[src/rtl/matmul_sched_pkg.sv]
// Shared types for the matrix-multiply job scheduler.
package matmul_sched_pkg;

  typedef enum logic [1:0] {
    S_IDLE   = 2'd0,
    S_LAUNCH = 2'd1,
    S_RUN    = 2'd2,
    S_REPORT = 2'd3
  } sched_state_t;

  typedef enum logic [1:0] {
    ST_OK        = 2'd0,
    ST_COUNT_ERR = 2'd1,
    ST_TIMEOUT   = 2'd2
  } sched_status_t;

endpackage

[src/rtl/matmul_job_scheduler_rr_arbiter.sv]
// Round-robin arbiter: the search starts at the priority pointer, and the
// pointer moves to one past the winner whenever a grant is taken.
module rr_arbiter #(
  parameter int NUM_REQ = 2,
  localparam int IDX_W = (NUM_REQ > 1) ? $clog2(NUM_REQ) : 1
) (
  input  logic               clk,
  input  logic               rst_n,
  input  logic [NUM_REQ-1:0] req,
  input  logic               enable,
  input  logic               advance,
  output logic [NUM_REQ-1:0] grant,
  output logic [IDX_W-1:0]   grant_idx
);

  logic [IDX_W-1:0] ptr_q, ptr_d;
  logic [IDX_W-1:0] cand;
  logic             found;
  int               idx;

  // Find the first asserted request at or after the pointer, wrapping around.
  always_comb begin
    grant     = '0;
    grant_idx = '0;
    found     = 1'b0;
    idx       = 0;
    cand      = '0;
    for (int i = 0; i < NUM_REQ; i++) begin
      idx = int'(ptr_q) + i;
      if (idx >= NUM_REQ) idx = idx - NUM_REQ;
      cand = IDX_W'(idx);
      if (!found && req[cand]) begin
        found     = 1'b1;
        grant_idx = cand;
      end
    end
    if (enable && found) grant[grant_idx] = 1'b1;
  end

  // Next pointer: one past the accepted winner, modulo NUM_REQ.
  always_comb begin
    ptr_d = ptr_q;
    if (advance) begin
      if (int'(grant_idx) == NUM_REQ - 1) ptr_d = '0;
      else                                ptr_d = grant_idx + IDX_W'(1);
    end
  end

  // Pointer register.
  always_ff @(posedge clk) begin
    if (!rst_n) ptr_q <= '0;
    else        ptr_q <= ptr_d;
  end

endmodule

[src/rtl/matmul_job_scheduler.sv]
// Front-end controller for the matmul engine: arbitrates job descriptors,
// launches the engine, checks the result-write count / timeout, and returns
// a completion record to the owning requester. One job in flight at a time.
//
// Handshakes: a transfer happens on a rising edge where valid && ready are
// both high; a source holds valid and its payload stable until that edge,
// and ready never depends on the payload fields.
module matmul_job_scheduler
  import matmul_sched_pkg::*;
#(
  parameter int NUM_REQ         = 2,
  parameter int ADDR_WIDTH      = 16,
  parameter int TAG_WIDTH       = 4,
  parameter int DIM_INDEX_WIDTH = 3,
  parameter int TIMEOUT_CYCLES  = 4096,
  localparam int ID_W    = $clog2(NUM_REQ),
  localparam int CNT_W   = 2 * DIM_INDEX_WIDTH + 1,
  localparam int TIMER_W = (TIMEOUT_CYCLES > 1) ? $clog2(TIMEOUT_CYCLES) : 1
) (
  input  logic                          clk,
  input  logic                          rst_n,
  input  logic [NUM_REQ-1:0]            req_valid,
  output logic [NUM_REQ-1:0]            req_ready,
  input  logic [NUM_REQ*ADDR_WIDTH-1:0] req_a_base,
  input  logic [NUM_REQ*ADDR_WIDTH-1:0] req_b_base,
  input  logic [NUM_REQ*ADDR_WIDTH-1:0] req_c_base,
  input  logic [NUM_REQ*TAG_WIDTH-1:0]  req_tag,
  output logic                          eng_start_cmd,
  output logic [ADDR_WIDTH-1:0]         eng_a_base,
  output logic [ADDR_WIDTH-1:0]         eng_b_base,
  output logic [ADDR_WIDTH-1:0]         eng_c_base,
  input  logic                          eng_res_write_en,
  input  logic                          eng_exec_done,
  output logic                          cmp_valid,
  input  logic                          cmp_ready,
  output logic [ID_W-1:0]               cmp_req_id,
  output logic [TAG_WIDTH-1:0]          cmp_tag,
  output logic [1:0]                    cmp_status,
  output logic                          busy,
  output logic                          hung,
  output logic [1:0]                    dbg_state
);

  // Exactly 2**(2*DIM_INDEX_WIDTH) writes make a complete result matrix.
  localparam logic [CNT_W-1:0]   EXP_WRITES = {1'b1, {(2*DIM_INDEX_WIDTH){1'b0}}};
  localparam logic [TIMER_W-1:0] TIMER_LAST = TIMER_W'(TIMEOUT_CYCLES - 1);

  sched_state_t           state_q, state_d;
  sched_status_t          status_q, status_d;
  logic [ADDR_WIDTH-1:0]  a_base_q, a_base_d, b_base_q, b_base_d, c_base_q, c_base_d;
  logic [TAG_WIDTH-1:0]   tag_q, tag_d;
  logic [ID_W-1:0]        id_q, id_d;
  logic [CNT_W-1:0]       cnt_q, cnt_d, cnt_inc;
  logic [TIMER_W-1:0]     timer_q, timer_d;
  logic                   hung_q, hung_d;

  logic [NUM_REQ-1:0]     grant;
  logic [ID_W-1:0]        grant_idx;
  logic                   arb_enable;
  logic                   transfer;

  logic [ADDR_WIDTH-1:0]  a_arr [NUM_REQ];
  logic [ADDR_WIDTH-1:0]  b_arr [NUM_REQ];
  logic [ADDR_WIDTH-1:0]  c_arr [NUM_REQ];
  logic [TAG_WIDTH-1:0]   t_arr [NUM_REQ];

  for (genvar g = 0; g < NUM_REQ; g++) begin : g_unpack
    assign a_arr[g] = req_a_base[g*ADDR_WIDTH +: ADDR_WIDTH];
    assign b_arr[g] = req_b_base[g*ADDR_WIDTH +: ADDR_WIDTH];
    assign c_arr[g] = req_c_base[g*ADDR_WIDTH +: ADDR_WIDTH];
    assign t_arr[g] = req_tag[g*TAG_WIDTH +: TAG_WIDTH];
  end

  // Grants only in IDLE, never after a hang, and never while reset is held.
  assign arb_enable = (state_q == S_IDLE) && !hung_q && rst_n;
  assign transfer   = |(req_valid & grant);

  rr_arbiter #(.NUM_REQ(NUM_REQ)) u_arb (
    .clk       (clk),
    .rst_n     (rst_n),
    .req       (req_valid),
    .enable    (arb_enable),
    .advance   (transfer),
    .grant     (grant),
    .grant_idx (grant_idx)
  );

  // Saturating write count including this cycle's strobe.
  always_comb begin
    cnt_inc = cnt_q;
    if (eng_res_write_en && (cnt_q != '1)) cnt_inc = cnt_q + CNT_W'(1);
  end

  // Next-state and job-context update.
  always_comb begin
    state_d  = state_q;
    status_d = status_q;
    a_base_d = a_base_q;
    b_base_d = b_base_q;
    c_base_d = c_base_q;
    tag_d    = tag_q;
    id_d     = id_q;
    cnt_d    = cnt_q;
    timer_d  = timer_q;
    hung_d   = hung_q;
    case (state_q)
      S_IDLE: begin
        if (transfer) begin
          a_base_d = a_arr[grant_idx];
          b_base_d = b_arr[grant_idx];
          c_base_d = c_arr[grant_idx];
          tag_d    = t_arr[grant_idx];
          id_d     = grant_idx;
          cnt_d    = '0;
          timer_d  = '0;
          state_d  = S_LAUNCH;
        end
      end
      S_LAUNCH: state_d = S_RUN;
      S_RUN: begin
        cnt_d   = cnt_inc;
        timer_d = timer_q + TIMER_W'(1);
        // Done takes precedence over a coincident timeout.
        if (eng_exec_done) begin
          status_d = (cnt_inc == EXP_WRITES) ? ST_OK : ST_COUNT_ERR;
          state_d  = S_REPORT;
        end else if (timer_q == TIMER_LAST) begin
          status_d = ST_TIMEOUT;
          hung_d   = 1'b1;
          state_d  = S_REPORT;
        end
      end
      S_REPORT: if (cmp_ready) state_d = S_IDLE;
      default:  state_d = S_IDLE;
    endcase
  end

  // State and job-context registers.
  always_ff @(posedge clk) begin
    if (!rst_n) begin
      state_q  <= S_IDLE;
      status_q <= ST_OK;
      a_base_q <= '0;
      b_base_q <= '0;
      c_base_q <= '0;
      tag_q    <= '0;
      id_q     <= '0;
      cnt_q    <= '0;
      timer_q  <= '0;
      hung_q   <= 1'b0;
    end else begin
      state_q  <= state_d;
      status_q <= status_d;
      a_base_q <= a_base_d;
      b_base_q <= b_base_d;
      c_base_q <= c_base_d;
      tag_q    <= tag_d;
      id_q     <= id_d;
      cnt_q    <= cnt_d;
      timer_q  <= timer_d;
      hung_q   <= hung_d;
    end
  end

  assign req_ready     = grant;
  assign eng_start_cmd = (state_q == S_LAUNCH);
  assign eng_a_base    = a_base_q;
  assign eng_b_base    = b_base_q;
  assign eng_c_base    = c_base_q;
  assign cmp_valid     = (state_q == S_REPORT);
  assign cmp_req_id    = id_q;
  assign cmp_tag       = tag_q;
  assign cmp_status    = status_q;
  assign busy          = (state_q != S_IDLE);
  assign hung          = hung_q;
  assign dbg_state     = state_q;

endmodule

[config.mk]
export PLATFORM = sky130hd
export DESIGN_NAME = matmul_job_scheduler
export DESIGN_NICKNAME = d
export VERILOG_FILES = /design/src/rtl/matmul_sched_pkg.sv /design/src/rtl/matmul_job_scheduler_rr_arbiter.sv /design/src/rtl/matmul_job_scheduler.sv
export SDC_FILE = /design/constraint.sdc
export NUM_CORES = 1
export LEC_CHECK = 0
export BUFFER_PORTS_ARGS = -buffer_cell sky130_fd_sc_hd__buf_2
export CORE_ASPECT_RATIO = 0.9
export CORE_MARGIN = 1.5
export CORE_UTILIZATION = 45
export CTS_CLUSTER_SIZE = 30
export DETAILED_ROUTE_END_ITERATION = 16
export PLACE_DENSITY_LB_ADDON = 0.25
export REMOVE_ABC_BUFFERS = 1
export SYNTH_ARGS = -nofsm -noshare
export SYNTH_HDL_FRONTEND = slang
export SYNTH_SLANG_ARGS = --single-unit
[constraint.sdc]
create_clock -name clk -period 2.4 [get_ports clk]
set_clock_uncertainty 0.05 [all_clocks]
set_input_delay 0.72 -clock clk [delete_from_list [all_inputs] [get_ports clk]]
set_output_delay 0.72 -clock clk [all_outputs]
set_load 0.05 [all_outputs]
==> out/summary.txt, run 1 <==
Post-route insts no fill -> 617
GR peak layer -> met2
DIE HEIGHT -> 84.9 µm
Syn Area/Cell -> 9.56 µm²
FF/Latch Area -> 1570 µm²
Worst VDD drop -> 0.695 mV
Largest stage delay on the critical path -> 0.37 ns
Reg-to-Reg Start -> dbg_state[1]
Number of synthesized flops with an enable pin -> 0
Met1 Use GR -> 28.2%
Hold_sp -> cmp_status[1]
Met3 usage -> 5.73%
Final worst path period need -> 2.34 ns
Fraction of layout cells with a size suffix above 1 -> 42.2%
Clock Pin Slew Worst Setup and Hold Paths -> 0.08 ns
Final #Nets -> 637
Hold buffers post-CTS -> 0
Drt initial violations -> 348
WP data arrival -> 1.57 ns
Final setup vio count -> 0
Top_reg_cell synth -> dfxtp_1
Total power -> 4.59 mW
HP Class -> register to register
Congestion Overflow GR -> 0
Final Hold Slack -> 0.446 ns
Root buf cell -> clkbuf_8
Most frequent cells in the layout -> 171 x buf_2, 76 x dfxtp_1, 70 x nor2_1
First-pass GRT wire length -> 14800 µm
Syn Inst Count -> 351
Slowest-stage cell, CP -> dfxtp_4
Reg-to-Reg End -> eng_c_base[5]
Crit-path max FO -> 4
Sink Count -> 78
Routed len/inst -> 15.2 µm
Hold Path Stages -> 2
Slew HR -> 55.6%
Top cells by area, synth -> dfxtp_1 47%, a222oi_1 16%, nor2_1 7.9%
R2R Setup Slk -> 0.38 ns
Status -> finished, final reports clean
Dpl ws -> 0.0643 ns
Vias -> 3465
Crit path max-delay family -> simple AND/OR/NAND/NOR gates
DR pass1 iterations -> 9
Buf/Inv on CP -> 2
Area delta synth->final -> 34.1%
PwrDens -> 1020 nW/µm²
Setup ws final -> 0.0644 ns
Pins Over Slew Limit -> 0
IO Port Bufs -> 173
Fin util -> 63.0%
F_max -> 428 MHz
Crit end category -> output pin
Startpoint types -> register
Netlist cell types -> 48
Area share of the largest cell type after synthesis -> 46.5%
Leakage -> 2.10 nW
Clk buf depth -> 2
Worst Path Required -> 1.63 ns
Placed Cells -> 597
Htree depth -> 3
Seq cells post-synth -> 78
Met2 Use GR -> 39.8%
Post-synth top area cell -> dfxtp_1
I/O pin cnt -> 174
Async S/R FF share, synth -> 0%
Yosys warns -> 0
Core Area -> 7150 µm²
Num CTS Buffers -> 9
Tcrit/Tclk final -> 97.3%
Design area -> 4500 µm²
CTS tree -> built
Initial core utilization -> 47.0%
Worst-Margin Slew -> 0.666 ns
Row count -> 29
FF-to-FF path depth -> 8
Max_cap viols -> 0
Synth Cell Area -> 3360 µm²
Hold Path Sink -> cmp_status[1]
Detailed Route WL -> 9380 µm
Final Hold Fails -> 0
DP HPWL -> 6520 µm
Number of global-route vias before repair -> 3182
Largest net degree at the start of global routing -> 65
Antenna Nets Post-Route -> 0
Placed cell area -> 4260 µm²
Full die area -> 7990 µm²
Setup_tns -> 0 ns
CP Class -> register to output pin
Area of the multi-input gates -> 1610 µm²
Layout fillers -> 592
Routability cong. -> 0.793
Via density -> 5.62
Antenna violations before repair -> 0
Worst-Skew Late Latency -> 0.34 ns
Most common cell after layout, fill and taps aside -> buf_2
Die width -> 94.0 µm
N_diodes -> 0
Post-synthesis sequential area ratio -> 46.5%
CP Cell Sequence -> inv_4, ha_4, nand3b_4, or2_4, nor2b_4, buf_12
Total track usage -> 23.4%
# DRC -> 0
## per-layer routing
metal	wire (µm)	share of wire [%]
met1	3990	43
met2	4640	49
met3	599	6.4
met4	148	1.6
met5	0	0
## sequential cells by signal (all words and copies together) (netlist names)
signal,flops
cmp_req_id,1
cmp_status,2
timer_q,12
dbg_state,2
cmp_tag,4
eng_a_base,16
cnt_q,7
hung,1
eng_b_base,16
u_arb.ptr_q,1
eng_c_base,16
## worst max-delay path by stage
stage | from | endpoint | slack, ns | cells after the start
2_1_floorplan | dbg_state[0] | req_ready[0] | -2.57 | 5
3_3_place_gp | rst_n | req_ready[0] | 0.08 | 5
3_5_place_dp | rst_n | eng_c_base[5] | 0.06 | 7
4_1_cts | dbg_state[1] | req_ready[0] | 0.04 | 6
5_1_grt | dbg_state[1] | req_ready[0] | -0.004 | 6
6_report | dbg_state[1] | req_ready[0] | 0.06 | 6
## power breakdown
part           internal (mW)  total, mW  switching, mW
sequential              1.49       1.60          0.113
clock                  0.430      0.901          0.471
combinational          0.658       2.08           1.42
## cell type report
type,count,share of cell area (%)
clock inverter,5,0.750
tap,93,2.58
clock buffer,11,3.36
timing repair buffer,188,22.1
multi-input combinational,234,35.7
inverter,8,0.723
sequential,78,34.8
## synthesized netlist by cell type (2+ instances only)
cell type	number
xor2_1	10
and4_1	3
o211ai_1	2
xnor2_1	3
o21ai_0	4
a211oi_1	4
nor3_1	3
and3_1	3
ha_1	7
nand2b_1	2
o21ai_2	2
nand2_1	15
a31oi_1	4
and2_1	2
inv_1	7
dfxtp_1	78
buf_2	2
nor4_1	2
o21a_1	2
clkbuf_1	14
a222oi_1	52
nand3_1	9
a311oi_1	2
nor2_1	71
clkbuf_2	3
a21oi_1	7
nor2b_1	2
nand4_1	6
buf_4	6
buf_6	6
## repair_timing
action / 4_1_cts / 5_1_grt
buffers inserted: 1 / 3
setup endpoints to repair: 2 / 2
pin swaps: 0 / 1
gates cloned: 0 / 0
resized for setup: 6 / 4
## logic make-up (layout without fill, tap and decap cells)
logic type	Yosys count	in the layout	synth area share, %
AOI/OAI and AO/OA	88	88	23.3
xor gates and xnor gates	13	13	3.39
DFF	78	78	46.5
and+or+nand+nor	125	125	17.4
adders and majority gates	7	7	2.61
muxes	1	1	0.298
buffers and inverters	39	212	6.56
## tightest hold or removal path: cells and delay by family, from the launching register on
| family | cells | cell delay (ns) |
|---|---|---|
| flip-flops | 1 | 0.34 |
| AND/OR/NAND/NOR | 1 | 0.08 |
| AO/OA/AOI/OAI | 1 | 0.04 |
No activity file was read; power rests on OpenSTA's default activity.
==> inputs of run 2 (changes only) <==
CORE_UTILIZATION = 48   (was 45)
REMOVE_ABC_BUFFERS = not set   (was 1)
SLEW_MARGIN = 20   (was not set)
clock period = 2.9 ns   (was 2.4 ns; I/O delays follow)
==> out/summary.txt, run 2 (synthesis gave the netlist of run 1 again) <==
Setup ws final -> 0.129 ns
Crit end category -> output pin
Largest net degree at the start of global routing -> 65
Hold Path Stages -> 2
Worst-Skew Late Latency -> 0.33 ns
Placed cell area -> 4210 µm²
Clock Pin Slew Worst Setup and Hold Paths -> 0.08 ns
Placed Cells -> 589
Slew HR -> 57.1%
Final #Nets -> 628
Dpl ws -> 0.164 ns
Setup_tns -> 0 ns
Worst VDD drop -> 0.626 mV
Pins Over Slew Limit -> 0
Die width -> 91.2 µm
Routability cong. -> 0.813
Congestion Overflow GR -> 0
RSZ-0062 raised after global routing -> false
Worst-Margin Slew -> 0.643 ns
Final Hold Slack -> 0.461 ns
DR pass1 iterations -> 9
IO Port Bufs -> 173
Via density -> 5.70
Fraction of layout cells with a size suffix above 1 -> 40.2%
Reg-to-Reg End -> eng_b_base[15]
Mapped Nets -> 469
First-pass GRT wire length -> 14400 µm
Leakage -> 2.05 nW
Final setup vio count -> 0
Crit-path max FO -> 4
FF-to-FF path depth -> 7
Hold Path Sink -> cmp_status[1]
Full die area -> 7500 µm²
Worst Path Required -> 1.98 ns
Initial core utilization -> 50.4%
Tcrit/Tclk final -> 95.5%
Final Hold Fails -> 0
Total power -> 3.74 mW
Design area -> 4410 µm²
Detailed Route WL -> 9200 µm
Startpoint types -> register
Fin util -> 66.2%
Number of global-route vias before repair -> 3110
# DRC -> 0
CP Class -> register to output pin
Row count -> 28
Num CTS Buffers -> 9
CTS tree -> built
Post-CTS setup buffers -> 0
R2R Setup Slk -> 0.64 ns
Clk buf depth -> 2
Reg-to-Reg Start -> dbg_state[0]
Area delta synth->final -> 31.3%
Vias -> 3451
Total track usage -> 24.0%
Layout fillers -> 580
DP HPWL -> 6530 µm
PwrDens -> 849 nW/µm²
Max_cap viols -> 0
WP data arrival -> 1.85 ns
Most frequent cells in the layout -> 172 x buf_2, 78 x dfxtp_1, 70 x nor2_1
Final worst path period need -> 2.77 ns
HP Class -> register to register
DIE HEIGHT -> 82.3 µm
F_max -> 361 MHz
I/O pin cnt -> 174
Antenna violations before repair -> 0
Routed len/inst -> 15.2 µm
Htree depth -> 3
Antenna Nets Post-Route -> 0
Core Area -> 6660 µm²
Hold_sp -> cmp_status[1]
Drt initial violations -> 379
Sink Count -> 78
Status -> finished, final reports clean
Root buf cell -> clkbuf_8
Most common cell after layout, fill and taps aside -> buf_2
Post-route insts no fill -> 605
N_diodes -> 0
-- run 2: cell count changes in the layout (fill, tap and decap cells not counted), sizes merged --
cell	previous run	this run
bufinv	0	1
inv	8	10
clkbuf	12	10
clkinvlp	2	3
buf	187	179
clkinv	3	0
-- run 2: layout make-up --
type                    count  area [µm²]  share of cell area, %
repair buffers            179         913                   20.7
well taps                  90         113                   2.55
inverters                   8        30.0                  0.681
clock buffers              10         128                   2.90
flip-flops and latches     78        1560                   35.4
clock inverters             6        70.1                   1.59
multi-input cells         234        1590                   36.1
-- run 2: worst max-delay path by stage --
stage	from	to	slack (ns)
after floorplan	rst_n	req_ready[0]	0.16
after global placement	rst_n	req_ready[0]	0.17
after detailed placement	rst_n	req_ready[0]	0.16
after CTS	dbg_state[0]	req_ready[0]	0.05
after global routing	dbg_state[0]	req_ready[0]	0.02
final	dbg_state[0]	req_ready[0]	0.13
-- run 2: worst max-delay path, stage by stage (launching register included) --
cell	delay (ns)
dfxtp_1	0.35
inv_1	0.13
ha_2	0.26
nand3b_4	0.12
or2_2	0.33
nor2b_4	0.13
buf_4	0.20
-- run 2: per-layer routing --
layer / share of wire [%] / wire length [µm] / track usage, %
met4: 0.74 / 68 / 8.13
met3: 6.2 / 573 / 5.49
met5: 0 / 0 / 0
met1: 42 / 3900 / 30.4
met2: 51 / 4650 / 40.9
-- run 2: power by group --
group / internal [mW] / switching [mW]
logic: 0.462 / 1.15
clock network: 0.404 / 0.398
registers: 1.23 / 0.100
-- run 2: what timing repair did --
item | in CTS | in global routing
cloned | 0 | 0
pin swaps | 0 | 0
hold buffers | 0 | 0
endpoints found under the setup margin | 1 | 1
resized for setup | 1 | 1
